### src/rtl/apb_pkg.sv
// Shared types and default sizing for the APB master and its wait counter.
package apb_pkg;
  localparam int DEF_DATA_W  = 5;
  localparam int DEF_ADDR_W  = 3;
  localparam int DEF_TIMEOUT = 15;
  // Wide enough for the largest supported TIMEOUT of 255.
  localparam int CNT_W       = 8;

  typedef enum logic [1:0] {
    IDLE   = 2'd0,
    SETUP  = 2'd1,
    ACCESS = 2'd2
  } apb_state_t;
endpackage

### src/rtl/apb_timeout_counter.sv
// ACCESS wait-state counter; expired flags the enabled edge at which the count reaches limit.
module apb_timeout_counter
  import apb_pkg::*;
(
  input  logic             pclk,
  input  logic             preset,
  input  logic             clear,
  input  logic             enable,
  input  logic [CNT_W-1:0] limit,
  output logic             expired
);
  logic [CNT_W-1:0] count;

  always_ff @(posedge pclk or negedge preset) begin
    if (!preset) begin
      count <= '0;
    end else if (clear) begin
      count <= '0;
    end else if (enable) begin
      count <= count + CNT_W'(1);
    end
  end

  // Combinational look-ahead so the FSM can abort on the very edge the limit is hit.
  assign expired = enable && (count == limit - CNT_W'(1));
endmodule

### src/rtl/apb_master.sv
// Single-outstanding APB master: command -> SETUP -> ACCESS -> one-cycle response pulse.
// All outputs are registered; ACCESS is aborted with rsp_err after TIMEOUT wait states.
module apb_master
  import apb_pkg::*;
#(
  parameter int DATA_W  = DEF_DATA_W,
  parameter int ADDR_W  = DEF_ADDR_W,
  parameter int TIMEOUT = DEF_TIMEOUT
) (
  input  logic              pclk,
  input  logic              preset,
  input  logic              req_valid,
  output logic              req_ready,
  input  logic              req_write,
  input  logic [ADDR_W-1:0] req_addr,
  input  logic [DATA_W-1:0] req_wdata,
  output logic              rsp_valid,
  output logic [DATA_W-1:0] rsp_rdata,
  output logic              rsp_err,
  output logic              psel,
  output logic              penable,
  output logic              pwrite,
  output logic [ADDR_W-1:0] paddr,
  output logic [DATA_W-1:0] pwdata,
  input  logic [DATA_W-1:0] prdata,
  input  logic              pready
);
  localparam logic [CNT_W-1:0] LIMIT = CNT_W'(TIMEOUT);

  apb_state_t        state, state_nxt;
  logic              req_ready_nxt, rsp_valid_nxt, rsp_err_nxt;
  logic              psel_nxt, penable_nxt, pwrite_nxt;
  logic [ADDR_W-1:0] paddr_nxt;
  logic [DATA_W-1:0] pwdata_nxt, rsp_rdata_nxt;
  logic              cnt_clear, cnt_en, cnt_expired;

  apb_timeout_counter u_wait_cnt (
    .pclk    (pclk),
    .preset  (preset),
    .clear   (cnt_clear),
    .enable  (cnt_en),
    .limit   (LIMIT),
    .expired (cnt_expired)
  );

  always_ff @(posedge pclk or negedge preset) begin
    if (!preset) begin
      state     <= IDLE;
      req_ready <= 1'b1;
      psel      <= 1'b0;
      penable   <= 1'b0;
      pwrite    <= 1'b0;
      paddr     <= '0;
      pwdata    <= '0;
      rsp_valid <= 1'b0;
      rsp_rdata <= '0;
      rsp_err   <= 1'b0;
    end else begin
      state     <= state_nxt;
      req_ready <= req_ready_nxt;
      psel      <= psel_nxt;
      penable   <= penable_nxt;
      pwrite    <= pwrite_nxt;
      paddr     <= paddr_nxt;
      pwdata    <= pwdata_nxt;
      rsp_valid <= rsp_valid_nxt;
      rsp_rdata <= rsp_rdata_nxt;
      rsp_err   <= rsp_err_nxt;
    end
  end

  always_comb begin
    state_nxt     = state;
    req_ready_nxt = req_ready;
    psel_nxt      = psel;
    penable_nxt   = penable;
    pwrite_nxt    = pwrite;
    paddr_nxt     = paddr;
    pwdata_nxt    = pwdata;
    rsp_valid_nxt = 1'b0;
    rsp_rdata_nxt = rsp_rdata;
    rsp_err_nxt   = rsp_err;
    cnt_clear     = 1'b0;
    cnt_en        = 1'b0;

    unique case (state)
      IDLE: begin
        if (req_valid && req_ready) begin
          state_nxt     = SETUP;
          req_ready_nxt = 1'b0;
          psel_nxt      = 1'b1;
          penable_nxt   = 1'b0;
          pwrite_nxt    = req_write;
          paddr_nxt     = req_addr;
          pwdata_nxt    = req_wdata;
        end
      end
      SETUP: begin
        state_nxt   = ACCESS;
        penable_nxt = 1'b1;
        cnt_clear   = 1'b1;
      end
      ACCESS: begin
        // pready wins over an expiring counter on the same edge.
        if (pready) begin
          state_nxt     = IDLE;
          req_ready_nxt = 1'b1;
          psel_nxt      = 1'b0;
          penable_nxt   = 1'b0;
          rsp_valid_nxt = 1'b1;
          rsp_err_nxt   = 1'b0;
          rsp_rdata_nxt = pwrite ? '0 : prdata;
        end else begin
          cnt_en = 1'b1;
          if (cnt_expired) begin
            state_nxt     = IDLE;
            req_ready_nxt = 1'b1;
            psel_nxt      = 1'b0;
            penable_nxt   = 1'b0;
            rsp_valid_nxt = 1'b1;
            rsp_err_nxt   = 1'b1;
            rsp_rdata_nxt = '0;
          end
        end
      end
      default: state_nxt = IDLE;
    endcase
  end
endmodule

### config.mk
export PLATFORM = sky130hd
export DESIGN_NAME = apb_master
export DESIGN_NICKNAME = d
export VERILOG_FILES = /design/src/rtl/apb_pkg.sv /design/src/rtl/apb_timeout_counter.sv /design/src/rtl/apb_master.sv
export SDC_FILE = /design/constraint.sdc
export NUM_CORES = 1
export LEC_CHECK = 0
export ABC_AREA = 1
export BUFFER_PORTS_ARGS = -buffer_cell sky130_fd_sc_hd__buf_2
export CELL_PAD_IN_SITES_DETAIL_PLACEMENT = 1
export CELL_PAD_IN_SITES_GLOBAL_PLACEMENT = 2
export CORE_ASPECT_RATIO = 2
export CORE_UTILIZATION = 29
export CTS_BUF_LIST = sky130_fd_sc_hd__clkbuf_16
export DETAILED_ROUTE_END_ITERATION = 7
export PLACE_DENSITY = 0.83
export SLEW_MARGIN = 5
export SYNTH_ARGS = -nofsm -noshare
export SYNTH_HDL_FRONTEND = slang
export SYNTH_SLANG_ARGS = --single-unit
### constraint.sdc
create_clock -name pclk -period 1.6 [get_ports pclk]
set_clock_uncertainty 0.05 [all_clocks]
set_input_delay 0.08 -clock pclk [delete_from_list [all_inputs] [get_ports pclk]]
set_output_delay 0.08 -clock pclk [all_outputs]
set_load 0.02 [all_outputs]
==> metrics.md, run 1 <==
| Metric | Value |
|---|---|
| Mapped Nets | approximately 180 |
| Int Pwr | between 1.5 and 2 mW |
| Drt pass-1 iters | 2 |
| ANT cells | 0 |
| Library cells used by synthesis | 22 |
| Max Fclk | 759.1 MHz |
| WL/cell | ~13 µm |
| Core box area | 4339 µm² |
| Mapped Avg Cell Area | 8.438 µm² |
| Final HPWL DP | 2616 µm |
| CTS Buf Count | 5 |
| Flop pwr share | 37.2% |
| Max cap viols | 0 |
| Worst Hold Depth | 3 |
| Worst-Margin Slew | 634.7 ps |
| Row Count | 34 |
| R2r endpoint | rsp_rdata[1] |
| Pwr dens | 1769 nW/µm² |
| Final Total Pwr | 3.149 mW |
| Clk network pwr share | 26.9% |
| Slew margin rel. | around 58% |
| Final WL | 3496 µm |
| Via count | roughly 1200 |
| Number of remaining DRC errors | 0 |
| Vias in the first global route | ~1400 |
| Die H | between 90 and 100 µm |
| R2r startpoint | u_wait_cnt.count[0] |
| Crit path kind | reg -> reg |
| Root buffer cell | clkbuf_16 |
| TritonCTS clock tree | built |
| Status | finished, final reports clean |
| Sw Share | 38.77% |
| GRT Util Overall | about 17% |
| Max Transition Viols Final | 0 |
| P&R area growth vs syn | 35.27% |
| YS warnings | 0 |
| Die Area | 4829 µm² |
| Setup violations, final | 0 |
| CTS HTree Levels | 2 |
| Hold path start | prdata[1] |
| NetSw | 1.221 mW |
| Grt ovf | 0 |
| Worst EP arrival | around 1400 ps |
| IO Count | 37 |
| Layout cells sized above 1 | 25.12% |
| Unrepaired setup endpoints after global routing | no |
| Hold Crit Class | in -> reg |
| Die W | around 50 µm |
| Vias per inst | 4.659 |
| Worst R2R Setup Slack | 280 ps |
| Hold path endpoint | rsp_rdata[1] |
| Crit path launch type | flop |
| Flops & latches, synth | 29 |
| Critical Path Fanout Max | 9 |
| Post-Synthesis Cells | about 160 |
| Clock Latency Late Sink | 270 ps |
| Period utilisation layout | just over 80% |
| Clock buffer depth | 2 |
| Post-synthesis sequential area ratio | 55.23% |
| Leak | a little under 1 nW |
| Gate power share | 35.9% |
| Post-cts resize count | 0 |
| R2R depth | 7 |
| Initial antenna violation count | 0 |
| First-pass GRT wire length | 6299 µm |
| Initial DRC Count | 10 |
| Final ANT Viol Nets | 0 |
| Largest net degree at the start of global routing | 30 |
| Tmin final | approximately 1300 ps |
| Clock sinks | 29 |
| CP endpoint kind | flop |
| CP Data Required Time | 1710 ps |
| Worst IR Drop VDD | 1.188 mV |
| Post-Syn Area | ~1300 µm² |
| PortBufs | 36 |
| Worst-path clk slew | about 50 ps |
| Starting density of the core | 30.33% |
| Gpl congestion | 0.6745 |
| Nets | 227 |
| Hold Fails Final Rpt | 0 |
| Setup TNS | 0 ps |
[Yosys cell counts, drive strengths merged]
master	number	share of area, %
a21oi	2	0.76
nand2	63	18
nor2	10	4.0
dfrtp	28	53
o21bai	1	1.4
dfstp	1	2.0
ha	2	1.9
buf	3	1.8
inv	18	5.1
xnor2	1	0.67
nor3	2	0.76
o21ai	9	3.4
nand4	6	2.9
nand3	9	3.4
o22ai	1	0.48
[cell families (layout without fill, tap and decap cells)]
logic type               count (synthesis)  in the layout  synth area share, %
adder cells (fa/ha/maj)                  2              2                1.901
XOR/XNOR                                 1              1               0.6655
flip-flops                              29             29                55.23
AND/OR/NAND/NOR                         90             90                29.18
AO/OA/AOI/OAI                           13             13                6.084
buffers and inverters                   21             72                6.939
[what timing repair did]
item                       in CTS  in global routing
setup buffers                   0                  0
hold endpoints to repair       37                  0
hold buffers                   10                  0
setup endpoints to repair       0                  0
[metrics by stage]
stage	cell area (µm²)	hold slack [ps]	setup slack, ps	utilization (%)	cells
3_3_place_gp	1548	93.64	311.0	35.67	244
4_1_cts	1780	28.09	256.5	41.03	261
5_1_grt	1780	42.32	153.9	41.03	261
3_5_place_dp	1548	103.3	265.9	35.67	244
6_report	1780	28.35	282.7	41.03	261
2_1_floorplan	1316	-265.6	388.0	-	156
[layout by cell type (no fill, tap or decap), types with 5 or more instances in the layout]
master	instances
nand2_1	62
dlygate4sd3_1	10
inv_1	16
nor2_1	6
buf_2	36
o21ai_0	6
nand4_1	6
clkbuf_16	5
nand3_1	9
dfrtp_1	28
[critical path, stage by stage (launching register included)]
cell and delay [ps]:
dfrtp_1 390, inv_1 100, ha_1 170, nand3_1 90, nor2_2 160, o21bai_4 110, nand2_1 90, nand2_1 50
[flip-flops by register name, indices dropped and copies added, names as in the netlist]
register and count:
rsp_valid 1, req_ready 1, pwdata 5, paddr 3
state 2, pwrite 1, u_wait_cnt.count 8, psel 1
rsp_err 1, rsp_rdata 5, penable 1
[cell type report]
class                           count  area, µm²
Fill cell                         542       2559
Clock buffer                        5      125.1
Timing Repair Buffer               47      287.8
Inverter                           18      67.56
Sequential cell                    29      726.9
Clock inverter                      2      7.507
Tap cell                           54      67.56
Multi-Input combinational cell    106      498.0
[worst max path at each step]
stage                        startpoint            to  cells after the start
floorplan           u_wait_cnt.count[0]          psel                      7
global placement    u_wait_cnt.count[0]          psel                      7
detailed placement  u_wait_cnt.count[0]  rsp_rdata[1]                      7
CTS                 u_wait_cnt.count[0]  rsp_rdata[1]                      7
global route        u_wait_cnt.count[0]  rsp_rdata[0]                      7
finish              u_wait_cnt.count[0]  rsp_rdata[1]                      7
[power groups by stage]
stage	sequential, mW	combinational [mW]	clock [mW]
after floorplan	1.40	0.500	0
after global placement	1.16	1.08	0
after detailed placement	1.18	1.13	0
after CTS	1.17	1.15	0.861
after global routing	1.21	1.26	0.891
final	1.17	1.13	0.847
[layer usage]
metal	track usage (%)	vias to the layer above	routed length [µm]
met5	0	-	0
met1	16.10	593	1218
li1	-	586	-
met2	33.47	32	2089
met3	3.756	5	128
met4	6.813	0	59
Power figures use the tool's default switching activity.
==> run 2, diff against run 1 <==
--- a/config.mk
+++ b/config.mk
@@ -5,7 +5,7 @@
 export SDC_FILE = /design/constraint.sdc
 export NUM_CORES = 1
 export LEC_CHECK = 0
-export ABC_AREA = 1
+export ABC_AREA = 0
 export BUFFER_PORTS_ARGS = -buffer_cell sky130_fd_sc_hd__buf_2
 export CELL_PAD_IN_SITES_DETAIL_PLACEMENT = 1
 export CELL_PAD_IN_SITES_GLOBAL_PLACEMENT = 2
@@ -13,7 +13,7 @@
 export CORE_UTILIZATION = 29
 export CTS_BUF_LIST = sky130_fd_sc_hd__clkbuf_16
 export DETAILED_ROUTE_END_ITERATION = 7
-export PLACE_DENSITY = 0.83
+export PLACE_DENSITY = 0.8
 export SLEW_MARGIN = 5
 export SYNTH_ARGS = -nofsm -noshare
 export SYNTH_HDL_FRONTEND = slang
==> constraint.sdc (replaced) <==
create_clock -name pclk -period 1.2 [get_ports pclk]
set_clock_uncertainty 0.05 [all_clocks]
set_input_delay 0.06 -clock pclk [delete_from_list [all_inputs] [get_ports pclk]]
set_output_delay 0.06 -clock pclk [all_outputs]
set_load 0.02 [all_outputs]
==> run 2 against run 1 <==
The flow now finishes with violations (negative setup slack). Cell count is 1.1% higher. First-iteration DRC count is 20% lower. Sequential share of layout area is 9.7 points lower. Hold slack better by 80 ps.
==> metrics.md, run 2 <==
| Metric | Value |
|---|---|
| Status | finished, violations left (was finished, final reports clean) |
| Violated checks | negative setup slack |
| Post-synthesis sequential area ratio | 54.15% (was 55.23%) |
| Fin worst setup slack | -578.3 ps (was 282.7 ps) |
| Pwr dens | 2293 nW/µm² (was 1769 nW/µm²) |
| Max cap viols | 0 (unchanged) |
| Inst Count DP | 229 (was 244) |
| TritonCTS clock tree | built (unchanged) |
| Leading area contributor after synthesis | dfrtp_1 (unchanged) |
| WL/cell | 17.47 µm (was 13.39 µm) |
| Drt pass-1 iters | 4 (was 2) |
| Worst EP arrival | 1860 ps (was 1430 ps) |
| Hold Crit Class | in -> reg (unchanged) |
| Critical Path Fanout Max | 9 (unchanged) |
| Vias per inst | 4.989 (was 4.659) |
| Layout cells sized above 1 | 51.90% (was 25.12%) |
| Die H | 98.22 µm (was 97.28 µm) |
| Crit path launch type | flop (unchanged) |
| Placed cell area | 1827 µm² (was 1548 µm²) |
| Setup violations, final | 29 (was 0) |
| Worst slack, placed | -513.9 ps (was 265.9 ps) |
| Max stage delay on crit path | 480 ps (was 390 ps) |
| Hold Fails Final Rpt | 0 (unchanged) |
| Vias in the first global route | 1486 (was 1405) |
| Post-Synthesis Cells | 118 (was 156) |
| Tmin final | 1778 ps (was 1317 ps) |
| Final ANT Viol Nets | 0 (unchanged) |
| Unrepaired setup endpoints after global routing | yes (was no) |
| Die Area | 4922 µm² (was 4829 µm²) |
| Most frequent cells in the layout | buf_2 (35), buf_4 (32), dfrtp_1 (28), dlygate4sd3_1 (15), inv_1 (12) (was nand2_1 (62), buf_2 (36), dfrtp_1 (28), inv_1 (16), dlygate4sd3_1 (10)) |
| Number of remaining DRC errors | 0 (unchanged) |
| Largest net degree at the start of global routing | 30 (unchanged) |
| R2r endpoint | penable (was rsp_rdata[1]) |
| Initial DRC Count | 8 (was 10) |
| Library cells used by synthesis | 35 (was 22) |
| R2R depth | 6 (was 7) |
| CP Data Required Time | 1280 ps (was 1710 ps) |
| Core box area | 4382 µm² (was 4339 µm²) |
| Final WL | 4611 µm (was 3496 µm) |
| Max Transition Viols Final | 0 (unchanged) |
| Clock sinks | 29 (unchanged) |
| ANT cells | 0 (unchanged) |
| CTS HTree Levels | 2 (unchanged) |
| Period utilisation layout | 148.2% (was 82.33%) |
| Top reg by flops | u_wait_cnt.count (unchanged) |
| Crit-path slowest cell | or4b_4 (was dfrtp_1) |
| Post-synth EDFFs | 0 (unchanged) |
| Gpl congestion | 0.7916 (was 0.6745) |
| Clock Latency Late Sink | 270 ps (about the same) |
| Final Total Pwr | 5.349 mW (was 3.149 mW) |
| Register area | 726.9 µm² (unchanged) |
| Share of flip-flops with an asynchronous set or reset | 100.0% (unchanged) |
| Crit path cell chain | inv_1 -> ha_1 -> or4b_4 -> o41ai_4 -> buf_4 -> a221oi_1 (was inv_1 -> ha_1 -> nand3_1 -> nor2_2 -> o21bai_4 -> nand2_1 -> nand2_1) |
| Die W | 50.11 µm (was 49.64 µm) |
| Biggest regs | u_wait_cnt.count (8), pwdata (5), rsp_rdata (5) (unchanged) |
| Worst R2R Setup Slack | -580 ps (was 280 ps) |
| Worst-Margin Slew | 376.2 ps (was 634.7 ps) |
| CP endpoint kind | flop (unchanged) |
| Worst Hold Depth | 3 (unchanged) |
| Most common cell in the netlist | dfrtp_1 (was nand2_1) |
| Via count | 1317 (was 1216) |
| Worst IR Drop VDD | 1.309 mV (was 1.188 mV) |
| Hold path endpoint | state[1] (was rsp_rdata[1]) |
| Max Fclk | 562.3 MHz (was 759.1 MHz) |
| Mapped Nets | 138 (was 176) |
| Final instance area | 2332 µm² (was 1780 µm²) |
| Worst-path clk slew | 50 ps (about the same) |
| Hold path start | pready (was prdata[1]) |
| YS warnings | 0 (unchanged) |
| Grt ovf | 0 (unchanged) |
| Area used by multi-input combinational logic | 679.4 µm² (was 498.0 µm²) |
| Crit path kind | reg -> reg (unchanged) |
| Area share of the largest cell type after synthesis | 52.19% (was 53.23%) |
| Commonest non-fill, non-tap cell in the layout | buf_2 (was nand2_1) |
| Max reg flops | 8 (unchanged) |
| Clock buffer depth | 2 (unchanged) |
| IO Count | 37 (unchanged) |
| Post-Route Utilization | 53.23% (was 41.03%) |
| Slew margin rel. | 74.92% (was 57.68%) |
| Number of fill cells | 470 (was 542) |
| Cell Count, Final, Fillers Out | 264 (was 261) |
| Row Count | 34 (unchanged) |
| First-pass GRT wire length | 7672 µm (was 6299 µm) |
| R2r startpoint | u_wait_cnt.count[0] (unchanged) |
| Nets | 229 (was 227) |
| GRT Util Overall | 20.88% (was 17.13%) |
| Synth area leaders | dfrtp_1 (52%), mux2_2 (7.5%), o21ai_0 (4.1%), inv_1 (3.4%), a22oi_1 (2.8%) (was dfrtp_1 (53%), nand2_1 (18%), inv_1 (4.3%), nand3_1 (3.4%), nand4_1 (2.9%)) |
| Final HPWL DP | 2884 µm (was 2616 µm) |
| Root buffer cell | clkbuf_16 (unchanged) |
| PortBufs | 36 (unchanged) |
| Starting density of the core | 30.64% (was 30.33%) |
| CTS Buf Count | 5 (unchanged) |
| P&R area growth vs syn | 73.72% (was 35.27%) |
| Post-Syn Area | 1343 µm² (was 1316 µm²) |
| Ys flop type | dfrtp_1 (unchanged) |
| Initial antenna violation count | 0 (unchanged) |
| Leak | 1.142 nW (was 0.9683 nW) |
| Mapped Avg Cell Area | 11.38 µm² (was 8.438 µm²) |
| Commonest cells in the netlist | dfrtp_1 (28), inv_1 (12), o21ai_0 (11) (was nand2_1 (62), dfrtp_1 (28), inv_1 (15)) |
| Flops & latches, synth | 29 (unchanged) |
## run 2: worst max-delay path: cells and delay by family, from the launching register on
kind	cells	cell delay, ps
AND/OR/NAND/NOR	1	480
AO/OA/AOI/OAI	2	320
buffers and inverters	2	270
flip-flops	1	370
adder cells (fa/ha/maj)	1	150
## run 2: report_power, final
group / switching (mW) / leakage [nW] / internal (mW) / total [mW]
sequential: 0.245 / 0.353 / 1.35 / 1.59
combinational: 1.28 / 0.714 / 1.29 / 2.58
clock: 0.428 / 0.0748 / 0.751 / 1.18
total: 1.96 / 1.14 / 3.39 / 5.35
## run 2: worst max path at each step
stage / startpoint / to / slack, ps
2_1_floorplan: u_wait_cnt.count[0] / penable / -510
3_3_place_gp: u_wait_cnt.count[0] / penable / -480
3_5_place_dp: u_wait_cnt.count[0] / penable / -510
4_1_cts: u_wait_cnt.count[0] / penable / -530
5_1_grt: u_wait_cnt.count[0] / penable / -640
6_report: u_wait_cnt.count[0] / penable / -580
## run 2: cells by family (layout without fill, tap and decap cells)
kind of cell | count (synthesis) | in the layout | share of synthesized area, %
adders and majority gates | 2 | 2 | 1.864
DFF | 29 | 29 | 54.15
and+or+nand+nor | 28 | 28 | 13.70
muxes | 11 | 11 | 9.040
AOI/OAI and AO/OA | 31 | 31 | 16.22
buffers and inverters | 17 | 109 | 5.032
## run 2: area by class of cell
class | instances | share of cell area [%]
Clock buffer | 5 | 5.365
Clock inverter | 3 | 0.5901
Inverter | 12 | 1.931
Multi-Input combinational cell | 72 | 29.13
Sequential cell | 29 | 31.17
Tap cell | 54 | 2.897
Timing Repair Buffer | 89 | 28.92
## run 2: metrics by stage
step                      setup TNS, ps  hold slack [ps]
after floorplan                   -8613           -285.6
after global placement            -9039            41.03
after detailed placement         -10130            49.69
after CTS                        -11180            106.3
after global routing             -13160            137.8
final                            -11620            108.4
## run 2: per-layer routing
metal / wire length [µm] / vias to the layer above / track usage, %
met5: 0 / - / 0
met4: 111 / 0 / 8.571
met3: 169 / 12 / 3.583
met2: 2717 / 40 / 38.36
met1: 1613 / 655 / 22.40
li1: - / 610 / -
## run 2: timing repair
item,CTS,global route
buffers inserted,10,1
pin swaps,8,3
cloned,1,0
endpoints found under the hold margin,42,0
setup endpoints to repair,28,30
resized for setup,22,2
hold buffers,15,0
==> run 3, diff against run 2 <==
--- a/config.mk
+++ b/config.mk
@@ -13,7 +13,7 @@
 export CORE_UTILIZATION = 29
 export CTS_BUF_LIST = sky130_fd_sc_hd__clkbuf_16
 export DETAILED_ROUTE_END_ITERATION = 7
-export PLACE_DENSITY = 0.8
+export PLACE_DENSITY_LB_ADDON = 0.1
 export SLEW_MARGIN = 5
 export SYNTH_ARGS = -nofsm -noshare
 export SYNTH_HDL_FRONTEND = slang
==> run 3 against run 2 <==
The flow still finishes with violations (negative setup slack). Cell count decreased by 1.9%. Via count decreased by 1.6%. Fmax grew 2.4%. First-iteration DRC count is 50% higher. Core utilization shrank 0.97 points. Wire length is 4.8% lower. Register-to-register slack improved by 40 ps. Clock-buffer cell count is the same. Critical path depth stayed put. Clock power decreased by 3%. Critical path type unchanged. Largest cell class unchanged.
==> metrics.md, run 3 (synthesized netlist as in run 2, its figures left out) <==
| Metric | Value |
|---|---|
| Status | finished, violations left (unchanged) |
| Violated checks | negative setup slack (unchanged) |
| Row Count | 34 (unchanged) |
| Core box area | 4382 µm² (unchanged) |
| Critical Path Fanout Max | 9 (unchanged) |
| Commonest non-fill, non-tap cell in the layout | buf_2 (unchanged) |
| Final HPWL DP | 3021 µm (was 2884 µm) |
| CP endpoint kind | flop (unchanged) |
| Grt ovf | 0 (unchanged) |
| Slew margin rel. | 73.84% (was 74.92%) |
| GRT Util Overall | 20.25% (was 20.88%) |
| CTS Buf Count | 5 (unchanged) |
| Max reg flops | 8 (unchanged) |
| Worst-Margin Slew | 392.4 ps (was 376.2 ps) |
| Max cap viols | 0 (unchanged) |
| Max Transition Viols Final | 0 (unchanged) |
| Clock sinks | 29 (unchanged) |
| Period utilisation layout | 144.7% (was 148.2%) |
| Starting density of the core | 30.64% (unchanged) |
| Die W | 50.11 µm (unchanged) |
| Via count | 1296 (was 1317) |
| R2R depth | 6 (unchanged) |
| Post-Route Utilization | 52.26% (was 53.23%) |
| Top reg by flops | u_wait_cnt.count (unchanged) |
| Die H | 98.22 µm (unchanged) |
| Hold path endpoint | rsp_rdata[4] (was state[1]) |
| Initial DRC Count | 12 (was 8) |
| Worst EP arrival | 1830 ps (was 1860 ps) |
| Final Total Pwr | 5.357 mW (was 5.349 mW) |
| Final ANT Viol Nets | 0 (unchanged) |
| Max Fclk | 575.8 MHz (was 562.3 MHz) |
| Number of remaining DRC errors | 0 (unchanged) |
| Number of fill cells | 488 (was 470) |
| Worst R2R Setup Slack | -540 ps (was -580 ps) |
| Vias per inst | 5.004 (was 4.989) |
| Gpl congestion | 0.7376 (was 0.7916) |
| Largest net degree at the start of global routing | 30 (unchanged) |
| Leak | 1.118 nW (was 1.142 nW) |
| Drt pass-1 iters | 4 (unchanged) |
| ANT cells | 0 (unchanged) |
| Die Area | 4922 µm² (unchanged) |
| Hold Fails Final Rpt | 0 (unchanged) |
| Vias in the first global route | 1455 (was 1486) |
| Worst IR Drop VDD | 1.256 mV (was 1.309 mV) |
| Crit path kind | reg -> reg (unchanged) |
| WL/cell | 16.95 µm (was 17.47 µm) |
| R2r endpoint | penable (unchanged) |
| Hold Crit Class | in -> reg (unchanged) |
| Worst Hold Depth | 3 (unchanged) |
| TritonCTS clock tree | built (unchanged) |
| Clock buffer depth | 2 (unchanged) |
| Worst-path clk slew | 50 ps (about the same) |
| Unrepaired setup endpoints after global routing | yes (unchanged) |
| Nets | 226 (was 229) |
| Most frequent cells in the layout | buf_2 (36), dfrtp_1 (28), buf_4 (22), dlygate4sd3_1 (14) (was buf_2 (35), buf_4 (32), dfrtp_1 (28), dlygate4sd3_1 (15), inv_1 (12)) |
| R2r startpoint | u_wait_cnt.count[0] (unchanged) |
| Tmin final | 1737 ps (was 1778 ps) |
| IO Count | 37 (unchanged) |
| PortBufs | 36 (unchanged) |
| Clock Latency Late Sink | 270 ps (about the same) |
| CTS HTree Levels | 2 (unchanged) |
| Setup violations, final | 29 (unchanged) |
| P&R area growth vs syn | 70.55% (was 73.72%) |
| CP Data Required Time | 1290 ps (was 1280 ps) |
| Final WL | 4391 µm (was 4611 µm) |
| Root buffer cell | clkbuf_16 (unchanged) |
| Initial antenna violation count | 0 (unchanged) |
| Pwr dens | 2340 nW/µm² (was 2293 nW/µm²) |
| Biggest regs | u_wait_cnt.count (8), pwdata (5), rsp_rdata (5) (unchanged) |
| Fin worst setup slack | -536.8 ps (was -578.3 ps) |
| Layout cells sized above 1 | 50.24% (was 51.90%) |
| Hold path start | prdata[4] (was pready) |
| First-pass GRT wire length | 7265 µm (was 7672 µm) |
| Crit path launch type | flop (unchanged) |
[run 3: changes by cell type in the layout (fill, tap and decap cells not counted), sizes merged]
cell,previous run,this run
buf,73,72
inv,13,12
dlygate4sd3,15,14
clkinv,2,1
bufbuf,1,0
[run 3: worst max path at each step]
stage,from,end,slack [ps],cells after the start
4_1_cts,u_wait_cnt.count[0],penable,-550,6
2_1_floorplan,u_wait_cnt.count[0],penable,-510,5
3_3_place_gp,u_wait_cnt.count[0],penable,-480,6
6_report,u_wait_cnt.count[0],penable,-540,6
5_1_grt,u_wait_cnt.count[0],penable,-590,6
3_5_place_dp,u_wait_cnt.count[0],psel,-540,6
[run 3: what timing repair did]
| item | in CTS | in global routing |
|---|---|---|
| hold buffers | 14 | 0 |
| pin swaps | 7 | 6 |
| endpoints found under the hold margin | 41 | 0 |
| setup endpoints to repair | 28 | 29 |
| gates resized for setup | 24 | 11 |
| buffers inserted | 8 | 6 |
[run 3: report_power, final]
part	switching, mW	internal, mW
Combinational	1.29	1.34
Clock	0.401	0.737
Sequential	0.236	1.35
[run 3: metrics by stage]
stage,setup WS [ps],TNS [ps],cells,area (µm²),hold slack [ps]
after floorplan,-507.9,-8613,118,1420,-285.6
after global placement,-482.8,-9458,230,1834,41.69
after detailed placement,-542.0,-10250,230,1834,51.68
after CTS,-555.0,-10540,257,2248,4.910
after global routing,-586.3,-11440,259,2290,20.42
final,-536.8,-9913,259,2290,3.124
[run 3: per-layer routing]
layer	up-vias	track usage [%]	wire length, µm
met3	13	3.115	117
met4	0	10.77	165
met2	32	37.95	2640
li1	603	-	-
met5	-	0	0
met1	648	20.12	1467
[run 3: critical path, cell delays in order (launching register included)]
cell and delay [ps]:
dfrtp_1 370, inv_1 60, ha_1 130, or4b_4 490
o41ai_4 240, buf_6 180, a221oi_1 90
[run 3: area by class of cell]
type | instances | area (µm²) | share of cell area [%]
inverter | 12 | 45.04 | 1.967
tap | 54 | 67.56 | 2.951
timing repair buffer | 86 | 664.4 | 29.02
clock buffer | 5 | 125.1 | 5.464
clock inverter | 1 | 5.005 | 0.2186
sequential | 29 | 726.9 | 31.75
multi-input combinational | 72 | 655.6 | 28.63
